**src/rtl/sum_ascii_tx.sv**
```systemverilog
// rtl/sum_ascii_tx.sv - binary result word to ASCII decimal character stream
//
// Purpose:
//   Accepts an unsigned binary word and emits its decimal representation as ASCII
//   characters, one byte per handshake, most-significant digit first. Leading zeros
//   are suppressed (value 0 prints "0"), and an EOL byte follows the last digit.
//   The conversion is a sequential double-dabble, one input bit per clock.
//
// Ports:
//   clk        in   1      rising-edge clock
//   rst_n      in   1      asynchronous active-low reset
//   in_valid   in   1      in_value is presented
//   in_ready   out  1      block accepts a value this cycle (IDLE only)
//   in_value   in   WIDTH  unsigned binary value to print
//   out_valid  out  1      out_data holds a character
//   out_ready  in   1      sink accepts out_data this cycle
//   out_data   out  8      ASCII character
//   busy       out  1      high from accept until the EOL byte is taken

module sum_ascii_tx #(
  parameter int         WIDTH = 6,
  parameter logic [7:0] EOL   = 8'h0A
) (
  input  logic             clk,
  input  logic             rst_n,
  input  logic             in_valid,
  output logic             in_ready,
  input  logic [WIDTH-1:0] in_value,
  output logic             out_valid,
  input  logic             out_ready,
  output logic [7:0]       out_data,
  output logic             busy
);

  // Decimal digits needed for the largest WIDTH-bit value.
  localparam int NDIG = (WIDTH <= 3) ? 1 : (WIDTH <= 6) ? 2 : (WIDTH <= 9) ? 3 : 4;
  localparam int BW   = NDIG * 4;
  localparam int IW   = (NDIG > 1) ? $clog2(NDIG) : 1;
  localparam int CW   = $clog2(WIDTH) + 1;

  typedef enum logic [1:0] {
    S_IDLE,
    S_CONV,
    S_SEND,
    S_EOLS
  } state_t;

  state_t           r_state;
  state_t           w_state_next;

  logic [WIDTH-1:0] r_shift;
  logic [BW-1:0]    r_bcd;
  logic [CW-1:0]    r_cnt;
  logic [IW-1:0]    r_dig_idx;
  logic [7:0]       r_out_data;
  logic             r_out_valid;

  logic             w_xfer;
  logic             w_conv_last;
  logic [BW-1:0]    w_bcd_adj;
  logic [BW-1:0]    w_bcd_shift;
  logic [IW-1:0]    w_first_idx;
  logic [3:0]       w_first_digit;
  logic [3:0]       w_next_digit;

  // Select BCD digit number idx (0 = units).
  function automatic logic [3:0] f_nibble(input logic [BW-1:0] bcd, input logic [IW-1:0] idx);
    logic [3:0] n;
    n = 4'd0;
    for (int i = 0; i < NDIG; i++) begin
      if (IW'(i) == idx) n = bcd[i*4 +: 4];
    end
    return n;
  endfunction

  assign w_xfer      = r_out_valid & out_ready;
  assign w_conv_last = (r_state == S_CONV) && (r_cnt == CW'(WIDTH - 1));

  assign in_ready  = (r_state == S_IDLE);
  assign busy      = (r_state != S_IDLE);
  assign out_valid = r_out_valid;
  assign out_data  = r_out_data;

  // One double-dabble step: add 3 to nibbles >= 5, then shift in the next MSB.
  always_comb begin
    w_bcd_adj = r_bcd;
    for (int i = 0; i < NDIG; i++) begin
      if (r_bcd[i*4 +: 4] >= 4'd5) w_bcd_adj[i*4 +: 4] = r_bcd[i*4 +: 4] + 4'd3;
    end
    w_bcd_shift = {w_bcd_adj[BW-2:0], r_shift[WIDTH-1]};
  end

  // Highest non-zero digit of the finished conversion; stays 0 for value 0 so the
  // units digit is printed.
  always_comb begin
    w_first_idx = '0;
    for (int i = 0; i < NDIG; i++) begin
      if (w_bcd_shift[i*4 +: 4] != 4'd0) w_first_idx = IW'(i);
    end
  end

  assign w_first_digit = f_nibble(w_bcd_shift, w_first_idx);
  assign w_next_digit  = f_nibble(r_bcd, r_dig_idx - 1'b1);

  always_ff @(posedge clk or negedge rst_n) begin
    if (!rst_n) r_state <= S_IDLE;
    else        r_state <= w_state_next;
  end

  always_comb begin
    w_state_next = r_state;
    case (r_state)
      S_IDLE:  if (in_valid)                     w_state_next = S_CONV;
      S_CONV:  if (w_conv_last)                  w_state_next = S_SEND;
      S_SEND:  if (w_xfer && (r_dig_idx == '0))  w_state_next = S_EOLS;
      S_EOLS:  if (w_xfer)                       w_state_next = S_IDLE;
      default:                                   w_state_next = S_IDLE;
    endcase
  end

  always_ff @(posedge clk or negedge rst_n) begin
    if (!rst_n) begin
      r_shift     <= '0;
      r_bcd       <= '0;
      r_cnt       <= '0;
      r_dig_idx   <= '0;
      r_out_data  <= 8'h00;
      r_out_valid <= 1'b0;
    end else begin
      case (r_state)
        S_IDLE: begin
          if (in_valid) begin
            r_shift <= in_value;
            r_bcd   <= '0;
            r_cnt   <= '0;
          end
        end
        S_CONV: begin
          r_shift <= r_shift << 1;
          r_bcd   <= w_bcd_shift;
          r_cnt   <= r_cnt + 1'b1;
          if (w_conv_last) begin
            r_dig_idx   <= w_first_idx;
            r_out_data  <= 8'h30 + {4'h0, w_first_digit};
            r_out_valid <= 1'b1;
          end
        end
        S_SEND: begin
          // Next character is loaded on the same edge as the transfer: no bubble.
          if (w_xfer) begin
            if (r_dig_idx == '0) begin
              r_out_data <= EOL;
            end else begin
              r_dig_idx  <= r_dig_idx - 1'b1;
              r_out_data <= 8'h30 + {4'h0, w_next_digit};
            end
          end
        end
        S_EOLS: begin
          if (w_xfer) begin
            r_out_valid <= 1'b0;
            r_out_data  <= 8'h00;
          end
        end
        default: begin
          r_out_valid <= 1'b0;
        end
      endcase
    end
  end

endmodule

```
**config.mk**
```make
export PLATFORM = sky130hd
export DESIGN_NAME = sum_ascii_tx
export DESIGN_NICKNAME = d
export VERILOG_FILES = /design/src/rtl/sum_ascii_tx.sv
export SDC_FILE = /design/constraint.sdc
export NUM_CORES = 1
export LEC_CHECK = 0
export CORE_MARGIN = 4
export CORE_UTILIZATION = 30
export CTS_CLUSTER_DIAMETER = 150
export DETAILED_ROUTE_END_ITERATION = 6
export PLACE_DENSITY = 0.55
export RECOVER_POWER = 100
export SLEW_MARGIN = 20
export SYNTH_ARGS = -nofsm -noshare
export SYNTH_HDL_FRONTEND = slang
export SYNTH_SLANG_ARGS = --single-unit
```
**constraint.sdc**
```tcl
create_clock -name clk -period 1.9 [get_ports clk]
set_clock_uncertainty 0.15 [all_clocks]
set_input_delay 0.19 -clock clk [delete_from_list [all_inputs] [get_ports clk]]
set_output_delay 0.19 -clock clk [all_outputs]
set_load 0.02 [all_outputs]
```
==> reports/qor.yml, run 1 <==
yosys:
  synth_xor_area_share_pct: 1.09
  synthArstFlopShare_pct: 100
  yosys.area_share.simple_pct: 18.1
  syn_area_um2: 1610
  synthAdderAreaFrac_pct: 7.76
  synth_top_family_by_area: "compound AO/OA/AOI/OAI gates"
  ys_warn_count: 0
  synthMuxAreaShare_pct: 1.94
  syn_inst: 182
  synth_flop_cell: "dfrtp_1"
  ys_seq_elements: 27
  post_synth.cell_area_avg_um2: 8.86
  synth.distinct_cells: 40
  synth-edff-count: 0
  ys_seq_area_share_pct: 41.9
  synth_compound_area_share_pct: 22.7
global_route:
  grt_max_degree: 28
  top_usage_layer: "met2"
  grt_overflow: 0
  antenna_found_initial: 0
  gr-usage-met2_pct: 22.3
  grt_pass1_wl_mm: 6.73
  grt_util_all_layers_pct: 12.9
  use_met3_pct: 2.99
  first_global_vias: 1454
  met1_usage_pct: 16.9
sta:
  rsz0062_at_grt: "true"
  hold_viol: 0
  post-route-period-util_pct: 104
  period_needed_ns: 1.97
  fmax_ghz: 0.508
  layout_setup_ws_ns: -0.0698
  timing.slew.headroom_pct: 54.1
  finalSetupViolCount: 5
  tightestPinTransition_ns: 0.688
  finalMaxSlewViolations: 0
route:
  routed_wl_mm: 3.99
  drtIter0Drc: 56
  drc: 0
  routed_via_density: 4.95
  postRouteAntennaNets: 0
  num_vias: 1491
  first_pass_iters: 4
  wire_per_inst_um: 13.2
run:
  maxCapViolations: 0
cts:
  path_clk_slew_ns: 0.10
  h-tree-depth: 1
  tritoncts: "yes"
  cts_sinks: 27
  cts_buffers: 3
  clock_latency_ns: 0.27
  hold_buffers: 0
  cts-root-buf: "clkbuf_8"
  clockBufferDepth: 2
power:
  pwr-share-clk_pct: 7.7
  p_seq_share_pct: 24.3
  p_int_w: 0.00247
  ir_drop_v: 0.00106
  combPwrFrac_pct: 67.9
  switching_share_pct: 43.4
  leakage_nw: 1.00
  finalPower_w: 0.00437
  power.density_nw_per_um2: 1890
  power_switching_w: 0.00189
placed_design:
  post_dp_cell_area_um2: 2070
  gp_congestion: 0.773
  port_buffers: 18
  place_hpwl_mm: 2.81
worst_setup_path:
  end_kind: "flip-flop"
  worstPathArrival_ns: 1.97
  crit_fanout: 4
  cp.required_ns: 1.90
  path_class: "flip-flop to flip-flop"
  cp-start-kind: "flip-flop"
final_layout:
  fillers: 519
  nets: 252
  area_delta_synth_final_pct: 43.5
  layout-drive-gt1-share_pct: 31.2
  fin_area_um2: 2310
  diodes: 0
  fin_util_pct: 44.8
die:
  die_w_um: 81.3
  num_rows: 26
  initial_core_util_pct: 31.2
  dieArea_um2: 6610
  core_um2: 5170
  die_h_um: 81.3
  num_io_pins: 21
run_status:
  status: "complete, but fails checks"
  violations: "setup timing"
min_path:
  hp-class: "input port to async pin"
==> worst max-delay path, cell delays in order (launching register included) <==
cell and delay [ns]:
dfrtp_1 0.44, inv_2 0.06, ha_2 0.18, or3b_4 0.36, a22oi_2 0.19, buf_6 0.15, nand3_2 0.07, a41oi_2 0.19
a311oi_2 0.05
==> final cells by class <==
class / instances / area, um^2 / area share (%)
tap: 70 / 87.6 / 3.78
multi-input combinational: 134 / 983 / 42.5
sequential: 27 / 676 / 29.2
inverter: 11 / 41.3 / 1.78
clock buffer: 4 / 45.0 / 1.95
timing repair buffer: 55 / 482 / 20.8
==> power by group through the flow <==
stage	clock (W)	combinational, W	sequential, W
2_1_floorplan	0	0.00140	0.00109
3_3_place_gp	0	0.00245	0.00104
3_5_place_dp	0	0.00247	0.00104
4_1_cts	0.000353	0.00265	0.00104
5_1_grt	0.000375	0.00328	0.00110
6_report	0.000338	0.00297	0.00106
==> through the flow <==
step / instances / worst slack (ns) / TNS [ns] / hold slack [ns]
2_1_floorplan: 183 / 0.000624 / 0 / -0.256
3_3_place_gp: 291 / -0.0724 / -0.670 / 0.318
3_5_place_dp: 291 / -0.100 / -1.12 / 0.333
4_1_cts: 298 / -0.0487 / -0.148 / 0.157
5_1_grt: 301 / -0.146 / -1.45 / 0.401
6_report: 301 / -0.0698 / -0.244 / 0.330
==> logic make-up after synthesis <==
family	Yosys count
AO/OA/AOI/OAI	59
XOR/XNOR	2
adder cells (fa/ha/maj)	10
buffers and inverters	22
flip-flops	27
multiplexers	3
other	1
AND/OR/NAND/NOR	58
==> registers in the layout, indices dropped and copies added (netlist names) <==
register / flops
out_valid: 1
out_data: 5
r_cnt: 4
r_shift: 6
r_bcd: 8
r_state: 2
r_dig_idx: 1
==> layer usage <==
layer,up-vias,part of all wire [%]
li1,750,-
met1,718,48
met2,21,48
met3,2,3.5
met4,0,0.38
met5,-,0
==> final timing paths <==
path	startpoint	end	slack (ns)	cells past startpoint
hold / removal	rst_n	r_shift[5]	0.33	2
min in group clk	r_shift[3]	r_shift[3]	0.39	2
setup / recovery	r_state[0]	out_data[3]	-0.07	8
hold reg to reg	r_shift[3]	r_shift[3]	0.39	2
max in group asynchronous	rst_n	r_bcd[2]	0.83	2
setup reg to reg	r_state[0]	out_data[3]	-0.07	8
==> layout by cell type, fill, tap and decap left out, types with 3 or more instances in the layout <==
cell / instances
and3_1: 5
ha_2: 4
buf_6: 6
nor2_2: 3
nand2_1: 23
a31oi_1: 3
ha_1: 4
a21oi_1: 13
inv_1: 7
o22ai_1: 7
dfrtp_1: 27
inv_2: 4
clkbuf_2: 3
buf_4: 28
o21ai_0: 14
dlygate4sd3_1: 8
nand3_2: 3
a22o_1: 4
nor2_1: 5
o21ai_1: 4
nand3_1: 4
clkdlybuf4s50_1: 8
clkbuf_8: 3
==> synth_stat cells (2+ instances only) <==
cell type	n	area (um^2)
a21oi_1	15	75.1
xnor2_1	2	17.5
clkbuf_1	6	22.5
ha_1	10	125
a22o_1	4	35.0
inv_1	11	41.3
nor3b_1	3	22.5
mux2i_1	2	20.0
nand2_1	23	86.3
a41oi_1	2	17.5
o21ai_0	18	90.1
nand3b_1	2	15.0
buf_4	3	22.5
a311oi_1	2	17.5
nand3_1	7	35.0
dfrtp_1	27	676
a31oi_1	3	18.8
o22ai_1	7	43.8
nor2_1	8	30.0
nand2b_1	3	18.8
and3_1	5	31.3
==> repair_timing <==
| item | in CTS | in global routing |
|---|---|---|
| resized for setup | 16 | 33 |
| pin swaps | 0 | 12 |
| endpoints found under the setup margin | 19 | 11 |
| setup buffers | 2 | 4 |
| gates cloned | 1 | 0 |
Power figures use the tool's default switching activity.
==> run 2: changes to the inputs <==
--- a/config.mk
+++ b/config.mk
@@ -5,11 +5,13 @@
 export SDC_FILE = /design/constraint.sdc
 export NUM_CORES = 1
 export LEC_CHECK = 0
+export CELL_PAD_IN_SITES_DETAIL_PLACEMENT = 1
+export CELL_PAD_IN_SITES_GLOBAL_PLACEMENT = 1
 export CORE_MARGIN = 4
-export CORE_UTILIZATION = 30
+export CORE_UTILIZATION = 37
 export CTS_CLUSTER_DIAMETER = 150
 export DETAILED_ROUTE_END_ITERATION = 6
-export PLACE_DENSITY = 0.55
+export PLACE_DENSITY = 0.79
 export RECOVER_POWER = 100
 export SLEW_MARGIN = 20
 export SYNTH_ARGS = -nofsm -noshare
==> reports/qor.yml, run 2 (same netlist as run 1, synthesis figures left out) <==
run_status:
  status: "complete, but fails checks"  # unchanged
  violations: "setup timing"  # unchanged
route:
  wire_per_inst_um: 16.7  # was 13.2 um
  num_vias: 1514  # was 1491
  drc: 0  # unchanged
  drtIter0Drc: 63  # was 56
  postRouteAntennaNets: 0  # unchanged
  first_pass_iters: 4  # unchanged
  routed_via_density: 5.55  # was 4.95
  routed_wl_mm: 4.56  # was 3.99 mm
die:
  dieArea_um2: 5480  # was 6610 um^2
  die_h_um: 74.0  # was 81.3 um
  initial_core_util_pct: 39.2  # was 31.2%
  num_io_pins: 21  # unchanged
  core_um2: 4120  # was 5170 um^2
  die_w_um: 74.0  # was 81.3 um
  num_rows: 23  # was 26
worst_setup_path:
  regToRegSetupSlack_ns: -0.09  # was -0.07 ns
  path_class: "flip-flop to flip-flop"  # unchanged
  r2r_end: "out_data[2]"  # was out_data[3]
  r2r_start: "r_state[0]"  # unchanged
  cp.required_ns: 1.92  # was 1.90 ns
  worstPathArrival_ns: 2.01  # was 1.97 ns
  reg2regPathDepth: 7  # was 8
  cp-start-kind: "flip-flop"  # unchanged
  cp-startpoint: "r_state[0]"  # unchanged
  crit_fanout: 5  # was 4
  end_kind: "flip-flop"  # unchanged
  setup.worst_path.end: "out_data[2]"  # was out_data[3]
final_layout:
  fin_util_pct: 51.9  # was 44.8%
  layout_commonest_cell: "dfrtp_1"  # was buf_4
  nets: 244  # was 252
  largest-register: "r_bcd"  # unchanged
  instances_no_fill: 273  # was 301
  diodes: 0  # unchanged
  layout-drive-gt1-share_pct: 22.4  # was 31.2%
  largest_reg_flops: 8  # unchanged
  layout_common_cells: "dfrtp_1 (27), nand2_1 (22), buf_4 (19)"  # was buf_4 (28), dfrtp_1 (27), nand2_1 (23)
  area_delta_synth_final_pct: 32.4  # was 43.5%
  fin_area_um2: 2140  # was 2310 um^2
power:
  pwr-share-clk_pct: 8.1  # was 7.7%
  combPwrFrac_pct: 65.8  # was 67.9%
  switching_share_pct: 45.4  # was 43.4%
  ir_drop_v: 0.000797  # was 0.00106 V
  power_switching_w: 0.00184  # was 0.00189 W
  leakage_nw: 0.935  # was 1.00 nW
  p_seq_share_pct: 26.1  # was 24.3%
  power.density_nw_per_um2: 1900  # was 1890 nW/um^2
  p_int_w: 0.00221  # was 0.00247 W
run:
  maxCapViolations: 0  # unchanged
placed_design:
  gp_congestion: 0.874  # was 0.773
  post_dp_cell_area_um2: 2000  # was 2070 um^2
  dp_cells: 267  # was 291
  port_buffers: 18  # unchanged
  place_hpwl_mm: 3.49  # was 2.81 mm
global_route:
  grt_util_all_layers_pct: 18.4  # was 12.9%
  grt_max_degree: 28  # unchanged
  grt_pass1_wl_mm: 7.82  # was 6.73 mm
  first_global_vias: 1657  # was 1454
  grt_overflow: 0  # unchanged
  antenna_found_initial: 0  # unchanged
sta:
  rsz0062_at_grt: "true"  # unchanged
  layout_setup_ws_ns: -0.0897  # was -0.0698 ns
  whs_ns: 0.339  # was 0.330 ns
  timing.slew.headroom_pct: 52.2  # was 54.1%
  post-route-period-util_pct: 105  # was 104%
  hold_viol: 0  # unchanged
  fmax_ghz: 0.503  # was 0.508 GHz
  finalMaxSlewViolations: 0  # unchanged
  finalSetupViolCount: 7  # was 5
  period_needed_ns: 1.99  # was 1.97 ns
  fin_setup_tns_ns: -0.422  # was -0.244 ns
  tightestPinTransition_ns: 0.716  # was 0.688 ns
cts:
  h-tree-depth: 1  # unchanged
  tritoncts: "yes"  # unchanged
  path_clk_slew_ns: 0.09  # was 0.10 ns
  cts-root-buf: "clkbuf_8"  # unchanged
  cts_buffers: 3  # unchanged
  clockBufferDepth: 2  # unchanged
  clock_latency_ns: 0.27  # about the same
  cts_sinks: 27  # unchanged
  hold_buffers: 0  # unchanged
min_path:
  hp-class: "input port to async pin"  # unchanged
## run 2: repair_timing
action | 4_1_cts | 5_1_grt
pin swaps | 1 | 0
setup buffers | 2 | 0
resized for setup | 18 | 10
setup endpoints to repair | 10 | 18
## run 2: routing by layer
metal	global-route usage, %	up-vias	share of wire, %
met4	6.24	0	1.4
met3	2.84	7	2.7
met5	0	-	0
li1	-	729	-
met1	22.2	753	43
met2	33.2	25	53
## run 2: layout make-up
type / count / area (um^2)
Fill cell: 479 / 1980
Multi-Input combinational cell: 134 / 933
Sequential cell: 27 / 676
Timing Repair Buffer: 47 / 378
Tap cell: 50 / 62.6
Clock buffer: 4 / 45.0
Inverter: 11 / 41.3
## run 2: power by group through the flow
| stage | sequential, W | clock, W | combinational, W |
|---|---|---|---|
| after floorplan | 0.00109 | 0 | 0.00140 |
| after global placement | 0.00103 | 0 | 0.00233 |
| after detailed placement | 0.00105 | 0 | 0.00246 |
| after CTS | 0.00106 | 0.000347 | 0.00268 |
| after global routing | 0.00110 | 0.000374 | 0.00296 |
| final | 0.00106 | 0.000328 | 0.00267 |
## run 2: worst max-delay path, stage by stage, from the launching register on
cell and delay (ns):
dfrtp_1 0.42, inv_2 0.06, ha_2 0.18, or3b_4 0.40, a22oi_2 0.23, buf_4 0.20
and3_4 0.18, a21oi_1 0.06
## run 2: metrics by stage
| stage | worst slack [ns] | total power (W) |
|---|---|---|
| floorplan | 0.000624 | 0.00249 |
| global placement | -0.0237 | 0.00335 |
| detailed placement | -0.171 | 0.00352 |
| CTS | -0.0695 | 0.00409 |
| global route | -0.186 | 0.00443 |
| finish | -0.0897 | 0.00405 |
## run 2: how the worst min path moves through the flow
stage,to,slack [ns],start,cells past startpoint
after detailed placement,r_bcd[5],0.33,r_bcd[5],2
final,r_bcd[6],0.34,rst_n,2
after global placement,r_bcd[5],0.32,r_bcd[5],2
after CTS,r_bcd[6],0.15,rst_n,2
after floorplan,out_data[0],-0.26,rst_n,0
after global routing,r_bcd[6],0.39,rst_n,2
==> RTL change: new RTL, config.mk and constraints of run 1 <==
Set the parameter `WIDTH` to 12 (it was 6).
--- a/src/rtl/sum_ascii_tx.sv
+++ b/src/rtl/sum_ascii_tx.sv
@@ -18,7 +18,7 @@
 //   busy       out  1      high from accept until the EOL byte is taken
 
 module sum_ascii_tx #(
-  parameter int         WIDTH = 6,
+  parameter int         WIDTH = 12,
   parameter logic [7:0] EOL   = 8'h0A
 ) (
   input  logic             clk,
Interface: changed (resized in_value); port bits go from 21 to 27. No check against the original RTL was run, so the function may have changed too.
==> RTL change against run 1 <==
- the flow still finishes with violations (setup timing)
- first-iteration DRC count rose by 110%
- design area rose by 80%
- hold slack improved by 5.5 ps
- total power rose by 90%
- wire length rose by 100%
- worst setup slack got worse by 120 ps
- sequential cell count rose by 16
- area after synthesis rose by 70%
- critical endpoint is now r_dig_idx[1]$_DFFE_PN0P_
- largest cell class unchanged
==> RTL change: results <==
[outcome]
status = "finished with violations"
violations = "setup timing"

[clock_network]
cts-hold-fix-buffers = 1
post-cts-setup-buffer-count = 11
clk_latency_ps = 310

[timing]
setup_ws_ps = -185
whs_ps = 335
final-setup-viol-count = 7
slew_headroom_pct = 30.1
tns_ps = -742

[finish]
buffers = 114
sh_seq_area_pct = 25.8
buffer_area_share_pct = 22.1
post_route_cells_drive_above_1_share_pct = 38.8
multi_input_gates = 229
multiInputGateArea_sq_um = 1860
areaGrowthSynthToFinish_pct = 51.9
non_clock_inverter_count = 18

[placement]
dp.cells = 496
placed_cell_area_sq_um = 3680
place_ws_ps = -209
io_buffers = 24

[detailed_routing]
viasPerCell = 5.21
drt-met1-wl_microns = 3640
met2WireLength_microns = 3950

[min_path]
hp-class = "flip-flop to flip-flop"

[setup_path]
arrival_ps = 2140

[grt]
grtUsageMet3_pct = 2.74
grt_max_degree = 27
track_usage_pct = 14.3

[logic_synthesis]
synthMuxAreaShare_pct = 4.32
synth_fa_ha_area_share_pct = 7.74
synth_area_leaders = "dfrtp_1, ha_1, o22ai_1"

[power_and_ir_drop]
p_comb_share_pct = 70.9
p_switching_mw = 3.60
vdd_drop_max_uv = 711
RTL change: worst max path at each step:
stage | end | slack (ps) | from | cells past startpoint
global route | r_dig_idx[1]$_DFFE_PN0P_ | -260 | r_bcd[9]$_DFFE_PN0P_ | 8
detailed placement | r_dig_idx[1]$_DFFE_PN0P_ | -210 | r_bcd[12]$_DFFE_PN0P_ | 7
CTS | r_dig_idx[1]$_DFFE_PN0P_ | -150 | r_bcd[9]$_DFFE_PN0P_ | 8
finish | r_dig_idx[1]$_DFFE_PN0P_ | -180 | r_bcd[9]$_DFFE_PN0P_ | 8
floorplan | r_dig_idx[1]$_DFFE_PN0P_ | -100 | r_bcd[8]$_DFFE_PN0P_ | 7
global placement | r_dig_idx[1]$_DFFE_PN0P_ | -200 | r_bcd[9]$_DFFE_PN0P_ | 8
RTL change: worst max-delay path, stage by stage (launching register included):
cell	delay, ps
dfrtp_1	370
inv_2	70
ha_2	170
nand2b_4	140
nor3b_1	150
nand3b_1	260
nor3_4	310
a31oi_1	120
mux2_4	260
